--- src/rtl/fa_fault_tester_if.sv ---
// ============================================================================
//  Module      : fa_fault_tester_if
//  Description : Bundle of handshake, stimulus/response and result signals
//                between a full-adder fault tester and its environment.
//                master : environment side (drives start and adder responses)
//                slave  : tester side (drives stimulus, status and results)
//  Signals     : start, dut_sum, dut_carry, test_a/b/cin, busy, done,
//                fault_detected, fault_code[2:0], mismatch_count[3:0],
//                first_fail_vec[2:0], response_log[15:0]
//  Revision    : 1.0 - initial release
// ============================================================================
`default_nettype none

interface fa_fault_tester_if;
    logic        start;
    logic        dut_sum;
    logic        dut_carry;
    logic        test_a;
    logic        test_b;
    logic        test_cin;
    logic        busy;
    logic        done;
    logic        fault_detected;
    logic [2:0]  fault_code;
    logic [3:0]  mismatch_count;
    logic [2:0]  first_fail_vec;
    logic [15:0] response_log;

    modport master (
        output start, dut_sum, dut_carry,
        input  test_a, test_b, test_cin, busy, done, fault_detected,
               fault_code, mismatch_count, first_fail_vec, response_log
    );

    modport slave (
        input  start, dut_sum, dut_carry,
        output test_a, test_b, test_cin, busy, done, fault_detected,
               fault_code, mismatch_count, first_fail_vec, response_log
    );
endinterface

`default_nettype wire

--- src/rtl/fa_fault_tester.sv ---
// ============================================================================
//  Module      : fa_fault_tester
//  Description : Sweeps all eight {a,b,cin} vectors through a full adder,
//                compares its sum/carry against a golden model and classifies
//                the fault (0 none, 1 sum s-a-0, 2 sum s-a-1, 3 carry s-a-0,
//                4 carry s-a-1, 5 other/multiple).
//  Ports       : clk, rst (sync, active-high), bus (fa_fault_tester_if.slave)
//  Parameters  : SETTLE_CYCLES (1..15) cycles each vector is held before
//                sampling.
//  Macro       : FA_TESTER_SIGNATURE_EN - when defined, capture the raw
//                {carry,sum} response of each vector into response_log;
//                otherwise response_log is tied to zero.
//  Revision    : 1.0 - initial release
// ============================================================================
`default_nettype none

module fa_fault_tester #(
    parameter int SETTLE_CYCLES = 1
) (
    input  wire logic        clk,
    input  wire logic        rst,
    fa_fault_tester_if.slave bus
);

    typedef enum logic [1:0] {
        S_IDLE   = 2'd0,
        S_APPLY  = 2'd1,
        S_SAMPLE = 2'd2,
        S_DONE   = 2'd3
    } state_t;

    localparam logic [3:0] C_SETTLE_LAST = 4'(SETTLE_CYCLES - 1);
    localparam logic [2:0] C_CODE_NONE   = 3'd0;
    localparam logic [2:0] C_CODE_SUM0   = 3'd1;
    localparam logic [2:0] C_CODE_SUM1   = 3'd2;
    localparam logic [2:0] C_CODE_CARRY0 = 3'd3;
    localparam logic [2:0] C_CODE_CARRY1 = 3'd4;
    localparam logic [2:0] C_CODE_OTHER  = 3'd5;

    state_t      r_state, w_state_next;
    logic        w_busy, w_done, w_accept;

    logic [2:0]  r_v;
    logic [3:0]  r_cnt;
    logic [3:0]  r_mis;
    logic [2:0]  r_first;
    logic        r_sum_err, r_carry_err;
    logic        r_sum_all0, r_sum_all1, r_carry_all0, r_carry_all1;
    logic [2:0]  r_code;
    logic        r_fault;

    // ---------------- FSM ----------------
    always_ff @(posedge clk) begin
        if (rst) r_state <= S_IDLE;
        else     r_state <= w_state_next;
    end

    always_comb begin
        w_state_next = r_state;
        w_busy       = 1'b0;
        w_done       = 1'b0;
        w_accept     = 1'b0;
        case (r_state)
            S_IDLE: begin
                if (bus.start) begin
                    w_accept     = 1'b1;
                    w_state_next = S_APPLY;
                end
            end
            S_APPLY: begin
                w_busy = 1'b1;
                if (r_cnt == C_SETTLE_LAST) w_state_next = S_SAMPLE;
            end
            S_SAMPLE: begin
                w_busy       = 1'b1;
                w_state_next = (r_v == 3'd7) ? S_DONE : S_APPLY;
            end
            S_DONE: begin
                w_done       = 1'b1;
                w_state_next = S_IDLE;
            end
            default: w_state_next = S_IDLE;
        endcase
    end

    // ---------------- golden model and comparison ----------------
    logic w_exp_sum, w_exp_carry, w_sum_bad, w_carry_bad;
    logic w_sum_err_n, w_carry_err_n;
    logic w_sum_all0_n, w_sum_all1_n, w_carry_all0_n, w_carry_all1_n;
    logic [3:0] w_mis_n;
    logic [2:0] w_code_n;

    assign w_exp_sum   = ^r_v;
    assign w_exp_carry = (r_v[2] & r_v[1]) | (r_v[2] & r_v[0]) | (r_v[1] & r_v[0]);
    assign w_sum_bad   = (bus.dut_sum   != w_exp_sum);
    assign w_carry_bad = (bus.dut_carry != w_exp_carry);

    // Accumulator values including the vector being sampled now, so the
    // classification can be registered on the same edge that enters DONE.
    assign w_sum_err_n    = r_sum_err   | w_sum_bad;
    assign w_carry_err_n  = r_carry_err | w_carry_bad;
    assign w_sum_all0_n   = r_sum_all0   & ~bus.dut_sum;
    assign w_sum_all1_n   = r_sum_all1   &  bus.dut_sum;
    assign w_carry_all0_n = r_carry_all0 & ~bus.dut_carry;
    assign w_carry_all1_n = r_carry_all1 &  bus.dut_carry;
    assign w_mis_n        = r_mis + {3'b000, (w_sum_bad | w_carry_bad)};

    always_comb begin
        w_code_n = C_CODE_OTHER;
        if (w_mis_n == 4'd0)
            w_code_n = C_CODE_NONE;
        else if (w_sum_err_n && !w_carry_err_n && w_sum_all0_n)
            w_code_n = C_CODE_SUM0;
        else if (w_sum_err_n && !w_carry_err_n && w_sum_all1_n)
            w_code_n = C_CODE_SUM1;
        else if (w_carry_err_n && !w_sum_err_n && w_carry_all0_n)
            w_code_n = C_CODE_CARRY0;
        else if (w_carry_err_n && !w_sum_err_n && w_carry_all1_n)
            w_code_n = C_CODE_CARRY1;
    end

    // ---------------- datapath ----------------
    always_ff @(posedge clk) begin
        if (rst) begin
            r_v          <= 3'd0;
            r_cnt        <= 4'd0;
            r_mis        <= 4'd0;
            r_first      <= 3'd0;
            r_sum_err    <= 1'b0;
            r_carry_err  <= 1'b0;
            r_sum_all0   <= 1'b0;
            r_sum_all1   <= 1'b0;
            r_carry_all0 <= 1'b0;
            r_carry_all1 <= 1'b0;
            r_code       <= 3'd0;
            r_fault      <= 1'b0;
        end else if (w_accept) begin
            r_v          <= 3'd0;
            r_cnt        <= 4'd0;
            r_mis        <= 4'd0;
            r_first      <= 3'd0;
            r_sum_err    <= 1'b0;
            r_carry_err  <= 1'b0;
            // "constant over all samples" flags start true and get knocked down
            r_sum_all0   <= 1'b1;
            r_sum_all1   <= 1'b1;
            r_carry_all0 <= 1'b1;
            r_carry_all1 <= 1'b1;
            r_code       <= 3'd0;
            r_fault      <= 1'b0;
        end else if (r_state == S_APPLY) begin
            r_cnt <= (r_cnt == C_SETTLE_LAST) ? 4'd0 : r_cnt + 4'd1;
        end else if (r_state == S_SAMPLE) begin
            r_mis        <= w_mis_n;
            // r_mis still zero means no earlier mismatch in this run
            if ((w_sum_bad || w_carry_bad) && r_mis == 4'd0)
                r_first <= r_v;
            r_sum_err    <= w_sum_err_n;
            r_carry_err  <= w_carry_err_n;
            r_sum_all0   <= w_sum_all0_n;
            r_sum_all1   <= w_sum_all1_n;
            r_carry_all0 <= w_carry_all0_n;
            r_carry_all1 <= w_carry_all1_n;
            if (r_v != 3'd7) begin
                r_v <= r_v + 3'd1;
            end else begin
                r_code  <= w_code_n;
                r_fault <= (w_mis_n != 4'd0);
            end
        end
    end

`ifdef FA_TESTER_SIGNATURE_EN
    logic [15:0] r_log;
    always_ff @(posedge clk) begin
        if (rst)
            r_log <= 16'h0000;
        else if (w_accept)
            r_log <= 16'h0000;
        else if (r_state == S_SAMPLE)
            r_log[{r_v, 1'b0} +: 2] <= {bus.dut_carry, bus.dut_sum};
    end
    assign bus.response_log = r_log;
`else
    assign bus.response_log = 16'h0000;
`endif

    assign bus.test_a         = r_v[2];
    assign bus.test_b         = r_v[1];
    assign bus.test_cin       = r_v[0];
    assign bus.busy           = w_busy;
    assign bus.done           = w_done;
    assign bus.fault_detected = r_fault;
    assign bus.fault_code     = r_code;
    assign bus.mismatch_count = r_mis;
    assign bus.first_fail_vec = r_first;

endmodule

`default_nettype wire

--- src/flat_wrapper.sv ---
// flat-port wrapper written by rule: the top's interface ports become plain ports
module fa_fault_tester_flat 
#(
    parameter int SETTLE_CYCLES = 1
)
  (clk, rst, bus_start, bus_dut_sum, bus_dut_carry, bus_test_a, bus_test_b, bus_test_cin, bus_busy, bus_done, bus_fault_detected, bus_fault_code, bus_mismatch_count, bus_first_fail_vec, bus_response_log);
  fa_fault_tester_if bus_i ();
  input  wire logic clk;
  input  wire logic rst;
  input wire logic [$bits(bus_i.start)-1:0] bus_start;
  input wire logic [$bits(bus_i.dut_sum)-1:0] bus_dut_sum;
  input wire logic [$bits(bus_i.dut_carry)-1:0] bus_dut_carry;
  output wire logic [$bits(bus_i.test_a)-1:0] bus_test_a;
  output wire logic [$bits(bus_i.test_b)-1:0] bus_test_b;
  output wire logic [$bits(bus_i.test_cin)-1:0] bus_test_cin;
  output wire logic [$bits(bus_i.busy)-1:0] bus_busy;
  output wire logic [$bits(bus_i.done)-1:0] bus_done;
  output wire logic [$bits(bus_i.fault_detected)-1:0] bus_fault_detected;
  output wire logic [$bits(bus_i.fault_code)-1:0] bus_fault_code;
  output wire logic [$bits(bus_i.mismatch_count)-1:0] bus_mismatch_count;
  output wire logic [$bits(bus_i.first_fail_vec)-1:0] bus_first_fail_vec;
  output wire logic [$bits(bus_i.response_log)-1:0] bus_response_log;
  assign bus_i.start = bus_start;
  assign bus_i.dut_sum = bus_dut_sum;
  assign bus_i.dut_carry = bus_dut_carry;
  assign bus_test_a = bus_i.test_a;
  assign bus_test_b = bus_i.test_b;
  assign bus_test_cin = bus_i.test_cin;
  assign bus_busy = bus_i.busy;
  assign bus_done = bus_i.done;
  assign bus_fault_detected = bus_i.fault_detected;
  assign bus_fault_code = bus_i.fault_code;
  assign bus_mismatch_count = bus_i.mismatch_count;
  assign bus_first_fail_vec = bus_i.first_fail_vec;
  assign bus_response_log = bus_i.response_log;
  fa_fault_tester #(.SETTLE_CYCLES(SETTLE_CYCLES)) u_core (.clk(clk), .rst(rst), .bus(bus_i));
endmodule
--- config.mk ---
export PLATFORM = sky130hd
export DESIGN_NAME = fa_fault_tester_flat
export DESIGN_NICKNAME = d
export VERILOG_FILES = /design/src/rtl/fa_fault_tester_if.sv /design/src/rtl/fa_fault_tester.sv /design/src/flat_wrapper.sv
export SDC_FILE = /design/constraint.sdc
export NUM_CORES = 1
export LEC_CHECK = 0
export CAP_MARGIN = 10
export CORE_UTILIZATION = 52
export CTS_CLUSTER_SIZE = 20
export DETAILED_ROUTE_END_ITERATION = 8
export PLACE_DENSITY_LB_ADDON = 0.05
export REMOVE_ABC_BUFFERS = 1
export SETUP_SLACK_MARGIN = 0.05
export SLEW_MARGIN = 20
export SYNTH_ARGS = -nofsm -noshare
export SYNTH_HDL_FRONTEND = slang
export SYNTH_SLANG_ARGS = --single-unit
--- constraint.sdc ---
create_clock -name clk -period 4.8 [get_ports clk]
set_clock_uncertainty 0.05 [all_clocks]
set_input_delay 0.72 -clock clk [delete_from_list [all_inputs] [get_ports clk]]
set_output_delay 0.72 -clock clk [all_outputs]
set_load 0.1 [all_outputs]
Yosys cells after proc, flatten, opt, wreduce, memory -nomap -nowiden:

Index checks and enable logic that the tools add are counted.

* register bits after elaboration: 26
* bits of input ports: 5
* logic and storage cells: 93

* add/sub/neg operators: 3
* eq/ne operators: 10
* multiplexer cells: 26
* bitwise logic cells: 16
* reductions and logical operators: 25

Operators with widths (number)
* two-way mux 1 bit: 17
* zero test 4 bit: 3
* two-way mux 3 bit: 4
* AND reduction 3 bit: 3
* case mux 2 bit (4 select lines): 1
* AND 1 bit: 7
* logical AND 1 bit: 7
* two-way mux 2 bit: 3
* AND reduction 2 bit: 3
* OR 1 bit: 5
* adder 4 x 1 -> 4 bit: 1
* adder 4 x 1 -> 4 bit (second input constant): 1
* == test 2 bit (second input constant): 2
* two-way mux 4 bit: 1
* inequality test 2 bit (second input constant): 2
* inverter 1 bit: 4
* nonzero test 4 bit: 1
* OR reduction 2 bit: 2
* adder 3 x 1 -> 3 bit (second input constant): 1
* == test 3 bit (second input constant): 1
* inequality test 3 bit (second input constant): 1
* parity 3 bit: 1
* == test 2 x 1 -> 1 bit (second input constant): 1
* zero test 1 bit: 2
* other kinds (5): 6

Logic depth before layout (Yosys ltp):

* depth after elaboration: 12
* depth in mapped cells: 8
* depth with buffers taken out: 8

Worst setup path before layout:

No wires, ideal clock.

* path type: flip-flop to flip-flop
* start: register u_core.r_v[0]
* end: register u_core.r_fault, in the netlist u_core.bus.fault_detected
* arrival time: 3.248 ns
* setup slack: 1.359 ns
* stages on the path, launching flop included: 9
* buffers on the path: 0
* period minus slack after synthesis: 3.441 ns
* cells stage by stage: dfxtp_1 > fa_1 > xor2_1 > or2_2 > ha_1 > ha_1 > xor2_1 > nor4_1 > a211oi_1

* longest elaborated chain between the ends: 7
* elaborated cells on any way between the ends: 13
* those cells by class: 1 x add/sub; 3 x eq/ne; 6 x bitwise; 3 x reduce/logical

RTL lines
* start: declaration: RTL line fa_fault_tester.sv:43 `logic [2:0] r_v;`
* start signal: assignment: RTL line fa_fault_tester.sv:165 `r_v <= r_v + 3'd1;`
* AND 1 bit: RTL line fa_fault_tester.sv:94 `assign w_exp_carry = (r_v[2] & r_v[1]) | (r_v[2] & r_v[0]) | (r_v[1] & r_v[0]);`
* OR 1 bit (2 in a row): RTL line fa_fault_tester.sv:94
* inequality test 1 bit: RTL line fa_fault_tester.sv:96 `assign w_carry_bad = (bus.dut_carry != w_exp_carry);`
* OR 1 bit: RTL line fa_fault_tester.sv:106 `assign w_mis_n = r_mis + {3'b000, (w_sum_bad | w_carry_bad)};`
* adder 4 x 1 -> 4 bit: RTL line fa_fault_tester.sv:106
* nonzero test 4 bit: RTL line fa_fault_tester.sv:168 `r_fault <= (w_mis_n != 4'd0);`
* end signal: assignment: RTL line fa_fault_tester.sv:168
* end: declaration: RTL line fa_fault_tester.sv:50 `logic r_fault;`

Parallel ways exist; a longest one is shown, timed or not.
A chain may end at the register's enable or synchronous reset.

Worst setup path in the final report:

* start: register u_core.r_state[0]
* end: output bus_busy

* longest elaborated chain between the ends: 3
* elaborated cells on any way between the ends: 4
* those cells by class: 2 x eq/ne; 1 x mux; 1 x reduce/logical

RTL lines
* start: declaration: RTL line fa_fault_tester.sv:40 `state_t r_state, w_state_next;`
* start signal: assignment: RTL line fa_fault_tester.sv:55 `else r_state <= w_state_next;`
* == test 2 bit / == test 2 x 1 -> 1 bit (equally long branches): RTL line fa_fault_tester.sv:63 `case (r_state)`
* OR reduction 2 bit (no line) *
* two-way mux 1 bit *: RTL line fa_fault_tester.sv:63
* end: declaration: RTL line flat_wrapper.sv:16 `output wire logic [$bits(bus_i.busy)-1:0] bus_busy;`

Every way passes the cells marked *; elsewhere a longest branch is shown, timed or not.

==> reports/metrics.cfg <==
[global_routing]
grt_usage_pct=20.1
globalRouteMet2Util_pct=37.3
grt_pass1_wl_um=4170
antenna_found_initial=0
grtUsageMet3_pct=5.83
grt_busiest_layer=met2
grt_util_met1_pct=21.8
grt_max_degree=20
first_global_vias=983
grt.overflow.total=0

[floorplanning]
ios=37
core_area_mm2=0.00254
start_util_pct=56.6
die_h_um=54.7
num_rows=18
die_x_um=54.7
dieArea_mm2=0.00299

[yosys]
synth_cells=161
yosysTopAreaCellShare_pct=36.1
yosys.area.top_type=dfxtp_1
synth_flop_cell=dfxtp_1
synth.avg_cell_area_um2=8.95
yosysSeqAreaShare_pct=36.1
syn_area_mm2=0.00144
synth_cell_types=38
synth_warnings=0
ys_ff_latch=26
async_flop_share_pct=0
synth_edf_count=0
synthTopCellsByArea=dfxtp_1 (36%), ha_1 (10%), buf_4 (8.3%)

[worst_setup_path]
arrival_ps=2310
crit_path_start_kind=flop
critical_path.n_buffers_inverters=2
timing.rr.start=u_core.r_v[0]
slowest_delay_ps=1120
endpoint_kind=primary output
worst_ep_required_time_ps=4030
cp_max_fo=6
critPathLaunch=u_core.r_state[0]
cpMaxStageDelayCell=clkdlybuf4s50_1
crit_chain=inv_1 > ha_1 > clkdlybuf4s50_1
path_delay_family=buffers and inverters
critPathKind=flop to primary output

[place]
io_buffers=20
hpwl_um=1960
gp_congestion=0.874
dp_cells=206

[sta]
fmax_mhz=325
rsz0062_at_grt=no
final_max_slew_viol_count=0
max_slew_margin_pct=34.9
fin_crit_sh_pct=64.2
hold_ws_ps=416
setup-tns-final_ps=0
finalCriticalPeriod_ps=3080
worst_pin_slew_ps=974
finalHoldViolCount=0
finalSetupViolations=0

[power_and_ir_drop]
p_switching_mw=0.201
powerDensity_mw_per_mm2=304
leakagePower_nw=0.667
clkPwrFrac_pct=18.5
switching_share_pct=40.8
power_frac_seq_pct=47.6
intPower_mw=0.292
ir_drop_uv=256
p_comb_share_pct=33.9
total_power_mw=0.493

[layout]
area_delta_synth_final_pct=12.4
instances_no_fill=209
diodes=0
final_nets=199
most-common-layout-cells=dfxtp_1 (26), nor2_1 (21), clkdlybuf4s50_1 (20)
drive_gt1_share_pct=3.91
layout_commonest_cell=dfxtp_1
nFillCells=227

[route]
wire_per_inst_um=12.2
drc=0
avgViaCountPerCell=5.16
drt-pass1-iter-count=3
drt_iter0_markers=9
wl_um=2560
drtAntennaViolNets=0
vias=1079

[clock_network]
post_cts_buffers=0
cts_hold_buf=0
numCtsBuffers=3
cts_tree=done
ctsResizeCount=0
path_clk_slew_ps=140
clk_path_buf_depth=2
htree_num_levels=1
clock-sinks=26
clock-root-buffer=clkbuf_4
clkLatencyLatePin_ps=320

[worst_hold_path]
hold_path.startpoint=u_core.bus.fault_code[0]
hold_path.class=flop to flop

[flow_run]
maxCapViolations=0

[outcome]
status=finished clean

[power by group through the flow]
stage / Clock, mW / Combinational [mW] / Sequential [mW]
5_1_grt: 0.103 / 0.179 / 0.236
3_3_place_gp: 0 / 0.165 / 0.239
6_report: 0.0911 / 0.167 / 0.234
2_1_floorplan: 0 / 0.136 / 0.245
3_5_place_dp: 0 / 0.168 / 0.239
4_1_cts: 0.0937 / 0.168 / 0.234
[sequential cells by signal, summed over array words and instances (netlist names)]
signal / count
u_core.bus.mismatch_count: 4
u_core.r_cnt: 4
u_core.bus.fault_code: 3
u_core.bus.first_fail_vec: 3
u_core.r_v: 3
u_core.r_state: 2
u_core.bus.fault_detected: 1
u_core.r_carry_all0: 1
u_core.r_carry_all1: 1
u_core.r_carry_err: 1
u_core.r_sum_all0: 1
u_core.r_sum_all1: 1
u_core.r_sum_err: 1
[stage by stage]
stage	instance area [um^2]	worst slack [ps]	util [%]
3_5_place_dp	1600	1490	62.8
5_1_grt	1620	1600	63.7
4_1_cts	1620	1720	63.7
6_report	1620	1720	63.7
2_1_floorplan	1360	1360	-
3_3_place_gp	1600	1590	62.8
[Yosys cell counts (3+ instances only)]
master and n:
a21oi_1 10, buf_4 16, dfxtp_1 26, ha_1 12
inv_1 6, mux2i_1 8, nand2_1 12, nand3_1 3
nor2_1 21, nor2b_1 3, nor4_1 3, o21ai_0 3
o31ai_1 3, xor2_1 5
[metal layers]
metal  share of wire (%)  routed length (um)
met2                  51                1300
met1                  44                1120
met4                0.78                  20
met5                   0                   0
met3                 4.3                 111
[path summary, 6_finish.rpt]
path	endpoint	slack, ps	cells after the start
worst max-delay path	bus_busy	1720	3
worst min-delay path	u_core.bus.fault_code[0]	420	2
worst max register to register	u_core.bus.fault_detected	1840	8
worst min register to register	u_core.bus.fault_code[0]	420	2
[final cells by class]
| cell class | instances | area, um^2 | area share [%] |
|---|---|---|---|
| Multi-Input combinational cell | 124 | 817 | 50.4 |
| Sequential cell | 26 | 520 | 32.1 |
| Timing Repair Buffer | 20 | 200 | 12.4 |
| Tap cell | 30 | 37.5 | 2.32 |
| Clock buffer | 3 | 22.5 | 1.39 |
| Inverter | 6 | 22.5 | 1.39 |
[tightest hold or removal path, cell delays in order, from the launching register on]
cell and delay (ps):
dfxtp_1 340, nand2_1 50, o31ai_1 50
[logic make-up (layout without fill, tap and decap cells)]
family,after synthesis,after routing,share of synthesized area (%)
buffers and inverters,26,29,11.1
AO/OA/AOI/OAI,24,24,11.1
XOR/XNOR,8,8,5.38
multiplexers,8,8,5.56
AND/OR/NAND/NOR,55,55,18.7
other,1,16,0.260
adder cells (fa/ha/maj),13,13,11.8
flip-flops,26,26,36.1
Note: power is estimated with default switching activity, not from simulation.
